### config.mk
export PLATFORM = sky130hd
export DESIGN_NAME = mod_ctrl
export DESIGN_NICKNAME = d
export VERILOG_FILES = /design/src/rtl/mod_pkg.sv /design/src/rtl/sync2.sv /design/src/rtl/mod_ctrl.sv
export SDC_FILE = /design/constraint.sdc
export NUM_CORES = 1
export LEC_CHECK = 0
export CAP_MARGIN = 10
export CORE_UTILIZATION = 56
export DETAILED_ROUTE_END_ITERATION = 10
export HOLD_SLACK_MARGIN = 0.02
export PLACE_DENSITY_LB_ADDON = 0.1
export SYNTH_ARGS = -nofsm -noshare
export SYNTH_HDL_FRONTEND = slang
export SYNTH_HIERARCHICAL = 1
export SYNTH_SLANG_ARGS = --single-unit
### constraint.sdc
create_clock -name clk -period 4.5 [get_ports clk]
set_clock_uncertainty 0.05 [all_clocks]
set_input_delay 0.9 -clock clk [delete_from_list [all_inputs] [get_ports clk]]
set_output_delay 0.9 -clock clk [all_outputs]
set_load 0.02 [all_outputs]
### src/rtl/mod_pkg.sv
// Shared definitions for the modulator sequencing path: controller states,
// symbol/DAC widths and small decode helpers.
package mod_pkg;

    localparam int unsigned IQ_W  = 4;
    localparam int unsigned DAC_W = 10;
    localparam int unsigned UCNT_W = 8;

    typedef enum logic [2:0] {
        ST_IDLE      = 3'd0,
        ST_PLL_RST   = 3'd1,
        ST_WAIT_LOCK = 3'd2,
        ST_RUN       = 3'd3,
        ST_FAULT     = 3'd4
    } mod_state_e;

    typedef struct packed {
        logic areset;
        logic ena;
        logic active;
        logic fault;
    } pll_ctl_t;

    localparam pll_ctl_t CTL_RST = '{areset: 1'b1, ena: 1'b0, active: 1'b0, fault: 1'b0};

    function automatic logic [UCNT_W-1:0] sat_inc8(input logic [UCNT_W-1:0] v);
        logic [UCNT_W-1:0] r;
        if (v == 8'hFF) begin
            r = v;
        end else begin
            r = v + 8'd1;
        end
        return r;
    endfunction

    // PLL control pins and status flags implied by a controller state.
    function automatic pll_ctl_t decode_ctl(input mod_state_e st);
        pll_ctl_t c;
        case (st)
            ST_IDLE:      c = '{areset: 1'b1, ena: 1'b0, active: 1'b0, fault: 1'b0};
            ST_PLL_RST:   c = '{areset: 1'b1, ena: 1'b1, active: 1'b0, fault: 1'b0};
            ST_WAIT_LOCK: c = '{areset: 1'b0, ena: 1'b1, active: 1'b0, fault: 1'b0};
            ST_RUN:       c = '{areset: 1'b0, ena: 1'b1, active: 1'b1, fault: 1'b0};
            ST_FAULT:     c = '{areset: 1'b1, ena: 1'b0, active: 1'b0, fault: 1'b1};
            default:      c = CTL_RST;
        endcase
        return c;
    endfunction

endpackage

### src/rtl/sync2.sv
// Two-flop synchronizer for asynchronous PLL status lines.
module sync2 #(
    parameter int unsigned W = 1
) (
    input  logic         clk,
    input  logic         reset,
    input  logic [W-1:0] async_i,
    output logic [W-1:0] sync_o
);

    logic [W-1:0] meta_q;
    logic [W-1:0] sync_q;

    // Metastability stage followed by the resolved stage.
    always_ff @(posedge clk) begin
        if (reset) begin
            meta_q <= '0;
            sync_q <= '0;
        end else begin
            meta_q <= async_i;
            sync_q <= meta_q;
        end
    end

    assign sync_o = sync_q;

endmodule

### src/rtl/mod_ctrl.sv
// I/Q modulator sequencing controller: PLL reset/lock bring-up, lock
// supervision and fixed-rate symbol pacing into the iqmod inputs.
module mod_ctrl
    import mod_pkg::*;
#(
    parameter int unsigned       SYM_DIV       = 16,
    parameter int unsigned       ARESET_CYCLES = 8,
    parameter int unsigned       LOCK_TIMEOUT  = 1024,
    parameter int unsigned       MAX_RETRIES   = 3,
    parameter logic [IQ_W-1:0]   IDLE_I        = 4'd15,
    parameter logic [IQ_W-1:0]   IDLE_Q        = 4'd0
) (
    input  logic              clk,
    input  logic              reset,
    input  logic              enable,
    output logic              pll_areset,
    output logic              pll_ena,
    input  logic              pll_locked,
    input  logic              sym_valid,
    output logic              sym_ready,
    input  logic [IQ_W-1:0]   sym_i,
    input  logic [IQ_W-1:0]   sym_q,
    output logic [IQ_W-1:0]   i_out,
    output logic [IQ_W-1:0]   q_out,
    output logic              tx_active,
    output logic              fault,
    output logic              lock_lost,
    output logic [UCNT_W-1:0] underrun_cnt
);

    localparam int unsigned CNT_MAX = (LOCK_TIMEOUT > ARESET_CYCLES) ? LOCK_TIMEOUT : ARESET_CYCLES;
    localparam int unsigned CNT_W   = $clog2(CNT_MAX + 1);
    localparam int unsigned DIV_W   = $clog2(SYM_DIV);
    localparam int unsigned RTY_W   = $clog2(MAX_RETRIES + 1);

    localparam logic [CNT_W-1:0] ARS_LAST = CNT_W'(ARESET_CYCLES - 1);
    localparam logic [CNT_W-1:0] TMO_LAST = CNT_W'(LOCK_TIMEOUT - 1);
    localparam logic [CNT_W-1:0] CNT_ONE  = CNT_W'(1);
    localparam logic [DIV_W-1:0] DIV_LAST = DIV_W'(SYM_DIV - 1);
    localparam logic [DIV_W-1:0] DIV_ONE  = DIV_W'(1);
    localparam logic [RTY_W-1:0] RTY_MAX  = RTY_W'(MAX_RETRIES);
    localparam logic [RTY_W-1:0] RTY_ONE  = RTY_W'(1);

    mod_state_e        state_q, state_d;
    logic [CNT_W-1:0]  cnt_q, cnt_d;
    logic [DIV_W-1:0]  div_q, div_d;
    logic [RTY_W-1:0]  rty_q, rty_d;
    logic [IQ_W-1:0]   i_q, i_d;
    logic [IQ_W-1:0]   q_q, q_d;
    logic [UCNT_W-1:0] urun_q, urun_d;
    logic              lost_q, lost_d;
    pll_ctl_t          ctl_q, ctl_d;
    logic              lock_s;
    logic              tick_s;

    sync2 #(.W(1)) u_lock_sync (
        .clk     (clk),
        .reset   (reset),
        .async_i (pll_locked),
        .sync_o  (lock_s)
    );

    assign tick_s = (state_q == ST_RUN) && (div_q == DIV_LAST);
    // Lock loss and a falling enable both pre-empt the tick's handshake.
    assign sym_ready = tick_s && lock_s && enable && !reset;

    // Next-state, counter and symbol-path computation.
    always_comb begin
        state_d = state_q;
        cnt_d   = cnt_q;
        div_d   = div_q;
        rty_d   = rty_q;
        i_d     = i_q;
        q_d     = q_q;
        urun_d  = urun_q;
        lost_d  = 1'b0;
        if (!enable) begin
            state_d = ST_IDLE;
            cnt_d   = '0;
            div_d   = '0;
            rty_d   = '0;
            i_d     = IDLE_I;
            q_d     = IDLE_Q;
        end else begin
            case (state_q)
                ST_IDLE: begin
                    state_d = ST_PLL_RST;
                    cnt_d   = '0;
                end
                ST_PLL_RST: begin
                    if (cnt_q == ARS_LAST) begin
                        state_d = ST_WAIT_LOCK;
                        cnt_d   = '0;
                    end else begin
                        cnt_d = cnt_q + CNT_ONE;
                    end
                end
                ST_WAIT_LOCK: begin
                    if (lock_s) begin
                        state_d = ST_RUN;
                        cnt_d   = '0;
                        div_d   = '0;
                        rty_d   = '0;
                    end else if (cnt_q == TMO_LAST) begin
                        cnt_d = '0;
                        rty_d = rty_q + RTY_ONE;
                        if ((rty_q + RTY_ONE) == RTY_MAX) begin
                            state_d = ST_FAULT;
                        end else begin
                            state_d = ST_PLL_RST;
                        end
                    end else begin
                        cnt_d = cnt_q + CNT_ONE;
                    end
                end
                ST_RUN: begin
                    if (!lock_s) begin
                        // Retry count deliberately survives a lock drop.
                        lost_d  = 1'b1;
                        state_d = ST_PLL_RST;
                        cnt_d   = '0;
                        div_d   = '0;
                        i_d     = IDLE_I;
                        q_d     = IDLE_Q;
                    end else if (tick_s) begin
                        div_d = '0;
                        if (sym_valid) begin
                            i_d = sym_i;
                            q_d = sym_q;
                        end else begin
                            i_d    = IDLE_I;
                            q_d    = IDLE_Q;
                            urun_d = sat_inc8(urun_q);
                        end
                    end else begin
                        div_d = div_q + DIV_ONE;
                    end
                end
                ST_FAULT: begin
                    state_d = ST_FAULT;
                end
                default: begin
                    state_d = ST_IDLE;
                    cnt_d   = '0;
                    div_d   = '0;
                    rty_d   = '0;
                    i_d     = IDLE_I;
                    q_d     = IDLE_Q;
                end
            endcase
        end
        ctl_d = decode_ctl(state_d);
    end

    // State, counters and registered outputs; reset overrides everything.
    always_ff @(posedge clk) begin
        if (reset) begin
            state_q <= ST_IDLE;
            cnt_q   <= '0;
            div_q   <= '0;
            rty_q   <= '0;
            i_q     <= IDLE_I;
            q_q     <= IDLE_Q;
            urun_q  <= '0;
            lost_q  <= 1'b0;
            ctl_q   <= CTL_RST;
        end else begin
            state_q <= state_d;
            cnt_q   <= cnt_d;
            div_q   <= div_d;
            rty_q   <= rty_d;
            i_q     <= i_d;
            q_q     <= q_d;
            urun_q  <= urun_d;
            lost_q  <= lost_d;
            ctl_q   <= ctl_d;
        end
    end

    assign pll_areset   = ctl_q.areset;
    assign pll_ena      = ctl_q.ena;
    assign tx_active    = ctl_q.active;
    assign fault        = ctl_q.fault;
    assign lock_lost    = lost_q;
    assign i_out        = i_q;
    assign q_out        = q_q;
    assign underrun_cnt = urun_q;

endmodule

After elaboration in Yosys (flattened, before gate mapping)
Index checks and enable logic that the tools add are counted.

storage, ports and cells
  memories = 0
  output and inout port bits = 22
  logic and storage cells = 88
  input port bits = 13
  ROM bits = 0
  bits in writable memories = 0
  bits in latches = 0
  register bits = 43

operators by class
  reductions and logical operators = 16
  add/sub/neg operators = 4
  multiply operators = 0
  multiplexer cells = 29
  bitwise gates (word level) = 8
  divide/modulo/power cells = 0
  shift-type cells = 0
  equality and inequality tests = 17
  order comparisons = 0

operators with widths
  cell                                             number
  two-way mux 11 bit                               4
  case mux 11 bit (4 select lines)                 1
  two-way mux 4 bit                                9
  two-way mux 3 bit                                6
  case mux 4 bit (2 select lines)                  2
  case mux 4 bit (4 select lines)                  1
  case mux 3 bit (5 select lines)                  1
  == test 3 x 2 -> 1 bit, second input constant    4
  case mux 4 bit (3 select lines)                  1
  adder 11 x 1 -> 11 bit, second input constant    1
  == test 11 x 10 -> 1 bit, second input constant  1
  == test 11 x 3 -> 1 bit, second input constant   1
  adder 8 x 1 -> 8 bit, second input constant      1
  == test 8 bit, second input constant             1
  inverter 1 bit                                   8
  AND reduction 2 bit                              4
  OR reduction 4 bit                               2
  == test 3 x 1 -> 1 bit, second input constant    2
  == test 3 bit, second input constant             2
  AND reduction 6 bit                              1
  OR reduction 3 bit                               2
  adder 4 x 1 -> 4 bit, second input constant      1
  == test 4 bit, second input constant             1
  logical AND 1 bit                                4
  other kinds (12)                                 13

Logic depth before layout (Yosys ltp)
Gate-level depths: netlist of the first run.

  depth after elaboration = 9
  depth in mapped cells = 7

Modules after synthesis
Netlist of the first run, hierarchy kept.

modules (own cells, without submodules)
  module    instances  cells each  area an instance (µm²)
  mod_ctrl  1          230         1,941.9
  sync2     1          4           52.6

Worst setup path before layout of the first run
Ideal clock, no wire load.

  kind = input -> output
  start point = input reset
  end point = output sym_ready
  cell stages on the path = 2
  arrival time = 1.390 ns
  path buffers = 1
  setup slack = 2.160 ns
  cell sequence = clkbuf_1 nor2_1

between the ends
  longest elaborated chain between the ends = 2

RTL lines
  item               RTL line        source
  start, declared    mod_ctrl.sv:14  input logic reset,
  logical NOT 1 bit  mod_ctrl.sv:65  assign sym_ready = tick_s && lock_s && enable && !reset;
  logical AND 1 bit  mod_ctrl.sv:65
  end, declared      mod_ctrl.sv:20  output logic sym_ready,

Every way passes these cells.

Worst setup path in the final report of the first run
Same ends and word-level chain as after synthesis.

==> impl_metrics.toml, run 1 <==
[finish]
utilization_pct = 71.4
fill_cells = 309
drive_above_1_share_pct = 4.53
final_area_um2 = 2400
antenna_cells = 0
nets = 282
area_delta_synth_final_pct = 20.4

[floorplan]
core_um2 = 3360
start_util_pct = 59.3
die_area_um2 = 3800
io_pins = 35
rows = 21
die_h_um = 61.7
die_w_um = 61.7

[synth]
ys_ff_latch = 43
netlist_area_um2 = 1990
synth_area_leaders = "dfxtp_1 43%, a21oi_1 5.3%, o21ai_0 4.3%"
synthDistinctLibCells = 47
synth_edf_count = 0
synth_seq_area_share_pct = 43.2
synthArstFlopShare_pct = 0
synth_top_area_share_pct = 43.2
synth_top_cell_by_area = "dfxtp_1"
yosysWarnings = 6
yosysMostFrequentCell = "dfxtp_1"
yosys-top-cells-count = "43 x dfxtp_1, 21 x a21oi_1, 19 x nor2_1"
synth_ff_type = "dfxtp_1"
synth_cells = 234
synth_fp_nets = 251
syn_avg_cell_area_um2 = 8.52

[timing]
hold_slack_ps = 409
fin_crit_ps = 3280
fin_ws_ps = 1220
post-route-period-util_pct = 72.8
max_clock_freq_ghz = 0.305
rsz0062_at_grt = "false"
worstMarginPinSlew_ps = 828
finalSetupViolCount = 0
finalHoldViolCount = 0
tns_ps = 0
slew_headroom_pct = 44.4
final_max_slew_viol_count = 0

[power]
p_leak_nw = 0.739
peakVddDrop_uv = 242
power.density_nw_per_um2 = 248

[global_route]
grt_pass1_wl_um = 6240
antenna_found_initial = 0
grt-ovfl-total = 0
track_usage_pct = 22.6
grt_max_degree = 20
grt_pass1_vias = 1449

[cts]
cts_tree = "yes"
cts_hold_buf = 0
post-cts-setup-buffer-count = 0
worstSkewPairLatency_ps = 340
htree_levels = 2
clockBufferDepth = 2
clock_sinks = 43
root_buffer = "clkbuf_4"
cts_resized = 0
cts_buffers = 5
clk_pin_slew_ps = 110

[detailed_routing]
wl_um = 3960
vias_per_cell = 5.84
drt_iter0_markers = 113
wl_per_cell_um = 12.7
first_pass_iters = 4
ant_nets = 0
drcViolationCount = 0
vias = 1817

[critical_path]
cp_max_fo = 13
start_kind = "input port"
worstSetupEndpointType = "primary output"
slowest_stage = "clkdlybuf4s50_1"
path_cells = "clkdlybuf4s50_1 > nor2_1 > clkdlybuf4s50_1"
cpMostUsedCell = "clkdlybuf4s50_1"
required_ps = 3550
crit_type = "in2out"
cpPeakStageDelay_ps = 620
arrival_ps = 2330
crit_family = "buffers and inverters"
path_buf_inv = 2

[status]
status = "complete, no violations"

[placement]
placed_cell_area_um2 = 2340
dp_slack_ps = 1210
io_buffers = 34
globalplace.congestion = 0.822
hpwl_um = 2860

[hold_path]
hp-class = "reg2reg"

[job]
drv_cap = 0
==> layout make-up <==
cell class | count | area [um2] | share of cell area (%)
clock inverters | 1 | 5.00 | 0.208
well taps | 46 | 57.6 | 2.40
multi-input cells | 176 | 1060 | 44.3
flip-flops and latches | 43 | 861 | 35.9
inverters | 4 | 15.0 | 0.625
repair buffers | 35 | 348 | 14.5
clock buffers | 6 | 51.3 | 2.14
==> worst min-delay path: cells and delay by family, from the launching register on <==
family	cells	cell delay (ps)
AO/OA/AOI/OAI	1	50
AND/OR/NAND/NOR	1	50
flip-flops	1	330
==> cell families after synthesis <==
logic type	after synthesis	synth area share (%)
compound gates	58	17.5
xor+xnor	7	3.07
fa+ha+maj	5	3.01
buf+inv	15	3.51
flops	43	43.2
simple gates	106	29.7
==> stage by stage <==
stage	instances	total power, mW
3_3_place_gp	304	0.419
6_report	311	0.596
2_1_floorplan	234	0.405
3_5_place_dp	304	0.419
4_1_cts	311	0.603
5_1_grt	311	0.625
==> registers in the layout (all words and copies together) (netlist names) <==
| name | count |
|---|---|
| pll_ena | 1 |
| rty_q | 2 |
| u_lock_sync/meta_q | 1 |
| div_q | 4 |
| i_out | 4 |
| q_out | 4 |
| fault | 1 |
| u_lock_sync/sync_o | 1 |
| cnt_q | 11 |
| pll_areset | 1 |
| lock_lost | 1 |
| underrun_cnt | 8 |
| tx_active | 1 |
| state_q | 3 |
==> report_power, final <==
group / total, mW / switching [mW] / internal [mW]
logic: 0.0255 / 0.0114 / 0.0141
clock network: 0.185 / 0.113 / 0.0725
registers: 0.385 / 0.00272 / 0.382
==> cell usage in the layout (no fill, tap or decap), types with 2 or more instances in the layout <==
cell / synthesis / layout
nor2_1: 19 / 19
nand3b_1: 2 / 2
or4_1: 5 / 5
or3b_1: 2 / 2
nor4_1: 3 / 3
and2_1: 2 / 2
a211oi_1: 5 / 5
nand3_1: 14 / 14
a21oi_1: 21 / 21
inv_1: 4 / 4
o41ai_1: 2 / 2
xor2_1: 3 / 3
o21ai_0: 17 / 17
nor3_1: 11 / 11
and3_1: 2 / 2
nand4b_1: 3 / 3
nand2_1: 15 / 15
clkbuf_4: 0 / 5
clkdlybuf4s50_1: 0 / 34
ha_1: 4 / 4
o31ai_1: 5 / 5
nor3b_1: 2 / 2
nand4_1: 3 / 3
nor2b_1: 4 / 4
xnor2_1: 4 / 4
nand2b_1: 2 / 2
or3_1: 9 / 9
dfxtp_1: 43 / 43
==> worst paths after layout <==
path                          from                           end  slack, ps  depth (start not counted)
max                          reset                     sym_ready       1220                          3
min          q_out[2]$_SDFFE_PP0P_         q_out[2]$_SDFFE_PP0P_        410                          2
min reg2reg  q_out[2]$_SDFFE_PP0P_         q_out[2]$_SDFFE_PP0P_        410                          2
max reg2reg  state_q[0]$_SDFF_PP0_  underrun_cnt[7]$_SDFFE_PP0P_       2140                          4
==> layer usage <==
metal  track usage (%)  share of wire (%)  vias up
met1              29.6                 48      834
met2              34.9                 44       52
met4              10.2                1.4        0
met3              6.09                6.7        5
met5                 0                  0        -
li1                  -                  -      926
Note: power is estimated with default switching activity, not from simulation.
==> run 2, diff against run 1 <==
Settings changed: CORE_UTILIZATION 56 to 52.
Clock period 4.5 ns to 3.4 ns, I/O delays scaled along.
==> run 2 against run 1 <==
Compared with the run above: register-to-register slack lost 1100 ps; worst hold slack lost 9.6 ps; clock-buffer cell count is the same; non-clock buffer count grew 3; wire length grew 1.5%; sequential share of layout area shrank 1.2 points; critical endpoint unchanged; largest power group unchanged; utilization shrank 3.4 points; cell area grew 3.6%; via count shrank 0.77%.
==> impl_metrics.toml, run 2 (same netlist as run 1, synthesis figures left out) <==
[cts]
clk_pin_slew_ps = 70
root_buffer = "clkbuf_8"
htree_levels = 2
clock_sinks = 43
cts_tree = "yes"
post-cts-setup-buffer-count = 0
cts_buffers = 5
cts_resized = 0
clockBufferDepth = 2
cts_hold_buf = 0
worstSkewPairLatency_ps = 300

[placement]
hpwl_um = 2870
globalplace.congestion = 0.789
place_inst = 309
dp_slack_ps = 702
placed_cell_area_um2 = 2370
io_buffers = 34

[finish]
largest_reg_flops = 11
fill_cells = 305
final_common_cell = "dfxtp_1"
utilization_pct = 67.9
nets = 285
antenna_cells = 0
stdcell_count = 317
register_area_um2 = 861
area_delta_synth_final_pct = 24.7
multiInputGateArea_um2 = 1060
drive_above_1_share_pct = 5.95
top_register = "cnt_q"
final_area_um2 = 2490
mostFrequentLayoutCells = "43 x dfxtp_1, 34 x clkdlybuf4s50_1, 21 x a21oi_1"

[hold_path]
worstHoldEndpoint = "u_lock_sync/sync_o$_SDFF_PP0_"
hp-class = "reg2reg"
hp-start = "u_lock_sync/meta_q$_SDFF_PP0_"
min_delay_path_depth = 1

[power]
power_mw = 0.951
p_leak_nw = 0.780
peakVddDrop_uv = 288
p_sw_share_pct = 19.7
power_frac_clock_pct = 42.6
seqPwrFrac_pct = 53.6
power.density_nw_per_um2 = 382
netSwitchingPower_mw = 0.187
p_int_mw = 0.764
pwr-share-comb_pct = 3.8

[critical_path]
r2r_setup_slack_ps = 1010
r2r_cells = 4
r2r-start = "state_q[0]$_SDFF_PP0_"
cp_max_fo = 14
crit_type = "reg2out"
required_ps = 2670
worstSetupEndpointType = "primary output"
start_kind = "flop"
arrival_ps = 2070
timing.rr.end = "underrun_cnt[5]$_SDFFE_PP0P_"

[job]
drv_cap = 0

[global_route]
track_usage_pct = 21.2
grt_max_degree = 17
grt_pass1_wl_um = 6780
antenna_found_initial = 0
grt_pass1_vias = 1526
grt-ovfl-total = 0

[timing]
slew_headroom_pct = 43.6
worstMarginPinSlew_ps = 839
final_max_slew_viol_count = 0
post-route-period-util_pct = 82.2
fin_ws_ps = 605
fin_crit_ps = 2800
hold_slack_ps = 399
max_clock_freq_ghz = 0.358
rsz0062_at_grt = "false"
finalHoldViolCount = 0
finalSetupViolCount = 0
tns_ps = 0

[floorplan]
io_pins = 35
start_util_pct = 54.5
die_w_um = 63.9
rows = 22
core_um2 = 3660
die_area_um2 = 4090
die_h_um = 63.9

[detailed_routing]
vias_per_cell = 5.69
wl_um = 4010
first_pass_iters = 4
vias = 1803
drt_iter0_markers = 117
wl_per_cell_um = 12.7
drcViolationCount = 0
ant_nets = 0

[status]
status = "complete, no violations"
-- run 2: cell count changes in the layout (fill, tap and decap cells not counted), sizes merged --
cell and change:
buf +3, bufinv +1
-- run 2: cell type report --
cell class | count | area share [%]
inverters | 4 | 0.604
clock inverters | 2 | 1.41
repair buffers | 38 | 14.9
multi-input cells | 176 | 42.8
well taps | 48 | 2.41
clock buffers | 6 | 3.32
flip-flops and latches | 43 | 34.6
-- run 2: how the worst max path moves through the flow --
stage	from	to	depth (start not counted)
after floorplan	u_lock_sync/sync_o$_SDFF_PP0_	sym_ready	5
final	state_q[0]$_SDFF_PP0_	sym_ready	4
after global routing	state_q[0]$_SDFF_PP0_	sym_ready	4
after detailed placement	enable	sym_ready	4
after global placement	enable	sym_ready	4
after CTS	state_q[0]$_SDFF_PP0_	sym_ready	4
-- run 2: power by group through the flow --
stage	clock network [mW]	registers (mW)	logic (mW)
after floorplan	0	0.520	0.0167
after global placement	0	0.521	0.0368
after detailed placement	0	0.521	0.0361
after CTS	0.416	0.510	0.0364
after global routing	0.433	0.510	0.0396
final	0.405	0.510	0.0365
-- run 2: critical path, stage by stage, from the launching register on --
cell and delay [ps]:
dfxtp_1 570, and4b_4 420, nand3_1 90, nor2_1 90, clkdlybuf4s50_1 610
-- run 2: metal layers --
| layer | part of all wire [%] | track usage [%] | vias to the layer above |
|---|---|---|---|
| li1 | - | - | 934 |
| met1 | 48 | 25.7 | 822 |
| met2 | 47 | 35.9 | 40 |
| met3 | 4.1 | 4.82 | 7 |
| met4 | 1.6 | 8.52 | 0 |
| met5 | 0 | 0 | - |
==> run 3, diff against run 2 <==
Clock period 3.4 ns to 2.9 ns, I/O delays scaled along.
==> run 3 against run 2 <==
Compared with the run above: final cell count rose by 0.63%; die area did not move; utilization rose by 0.41 points; sequential share of layout area fell by 0.21 points; worst setup slack got worse by 330 ps; clock-buffer cell count did not move; largest cell class unchanged.
==> impl_metrics.toml, run 3 (same netlist as run 1, synthesis figures left out) <==
[status]
status = "complete, no violations"

[placement]
hpwl_um = 3020
io_buffers = 34
globalplace.congestion = 0.839
place_inst = 311

[detailed_routing]
vias_per_cell = 5.63
drcViolationCount = 0
wl_um = 4300
wl_per_cell_um = 13.5
drt_iter0_markers = 145
first_pass_iters = 5
ant_nets = 0
vias = 1795

[cts]
root_buffer = "clkbuf_8"
cts_tree = "yes"
cts_resized = 0
worstSkewPairLatency_ps = 290
clock_sinks = 43
cts_buffers = 5
cts_hold_buf = 0
htree_levels = 2
clk_pin_slew_ps = 80
clockBufferDepth = 2
post-cts-setup-buffer-count = 0

[critical_path]
crit_type = "reg2out"
required_ps = 2270
start_kind = "flop"
cp_max_fo = 13
worstSetupEndpointType = "primary output"
arrival_ps = 2000

[timing]
tns_ps = 0
fin_crit_ps = 2630
slew_headroom_pct = 40.9
rsz0062_at_grt = "false"
max_clock_freq_ghz = 0.380
final_max_slew_viol_count = 0
worstMarginPinSlew_ps = 879
finalHoldViolCount = 0
finalSetupViolCount = 0
post-route-period-util_pct = 90.7

[floorplan]
die_h_um = 63.9
die_w_um = 63.9
io_pins = 35
start_util_pct = 54.5
die_area_um2 = 4090
rows = 22
core_um2 = 3660

[finish]
nets = 287
antenna_cells = 0
area_delta_synth_final_pct = 25.5
largest_reg_flops = 11
stdcell_count = 319
drive_above_1_share_pct = 6.64
utilization_pct = 68.4
final_common_cell = "dfxtp_1"
top_register = "cnt_q"
mostFrequentLayoutCells = "43 x dfxtp_1, 34 x clkdlybuf4s50_1, 21 x a21oi_1"

[global_route]
track_usage_pct = 22.5
grt_max_degree = 17
antenna_found_initial = 0
grt-ovfl-total = 0
grt_pass1_vias = 1565
grt_pass1_wl_um = 7090

[power]
peakVddDrop_uv = 289
p_leak_nw = 0.791
power.density_nw_per_um2 = 449

[hold_path]
hp-class = "reg2reg"

[job]
drv_cap = 0
## run 3: cell types whose count changed in the layout (fill, tap and decap cells not counted)
cell,previous run,this run
buf_4,4,6
## run 3: stage by stage
step           power, mW  instance area, um2  setup WS (ps)  hold slack (ps)
3_3_place_gp       0.656                2380            420              389
6_report            1.12                2500            270              406
5_1_grt             1.17                2500            172              426
2_1_floorplan      0.629                1990            968              364
4_1_cts             1.14                2500            253              412
3_5_place_dp       0.655                2380            385              400
## run 3: worst paths after layout
check | depth (start not counted) | slack, ps | start | endpoint
max | 4 | 270 | state_q[2]$_SDFF_PP0_ | sym_ready
min reg2reg | 2 | 410 | q_out[0]$_SDFFE_PP0P_ | q_out[0]$_SDFFE_PP0P_
min | 2 | 410 | q_out[0]$_SDFFE_PP0P_ | q_out[0]$_SDFFE_PP0P_
max reg2reg | 4 | 590 | state_q[2]$_SDFF_PP0_ | underrun_cnt[5]$_SDFFE_PP0P_
## run 3: final cells by class
cell class,instances,area (um2)
clock buffer,6,82.6
clock inverter,2,35.0
fill,297,1160
inverter,4,15.0
multi-input combinational,176,1060
sequential,43,861
tap,48,60.1
timing repair buffer,40,385
## run 3: per-layer routing
metal,vias up,GRT usage (%),wire length [um]
met4,0,10.5,72
met3,8,5.36,169
met5,-,0,0
met2,47,35.8,2030
li1,935,-,-
met1,805,28.5,2030
## run 3: power breakdown
group	total, mW	switching (mW)	leakage [nW]	internal (mW)
clock	0.482	0.203	0.0612	0.279
combinational	0.0463	0.0209	0.382	0.0254
sequential	0.595	0.00228	0.347	0.593
## run 3: critical path, stage by stage (launching register included)
cell,delay (ps)
dfxtp_1,420
and4b_4,490
nand3_1,100
nor2_1,90
clkdlybuf4s50_1,600
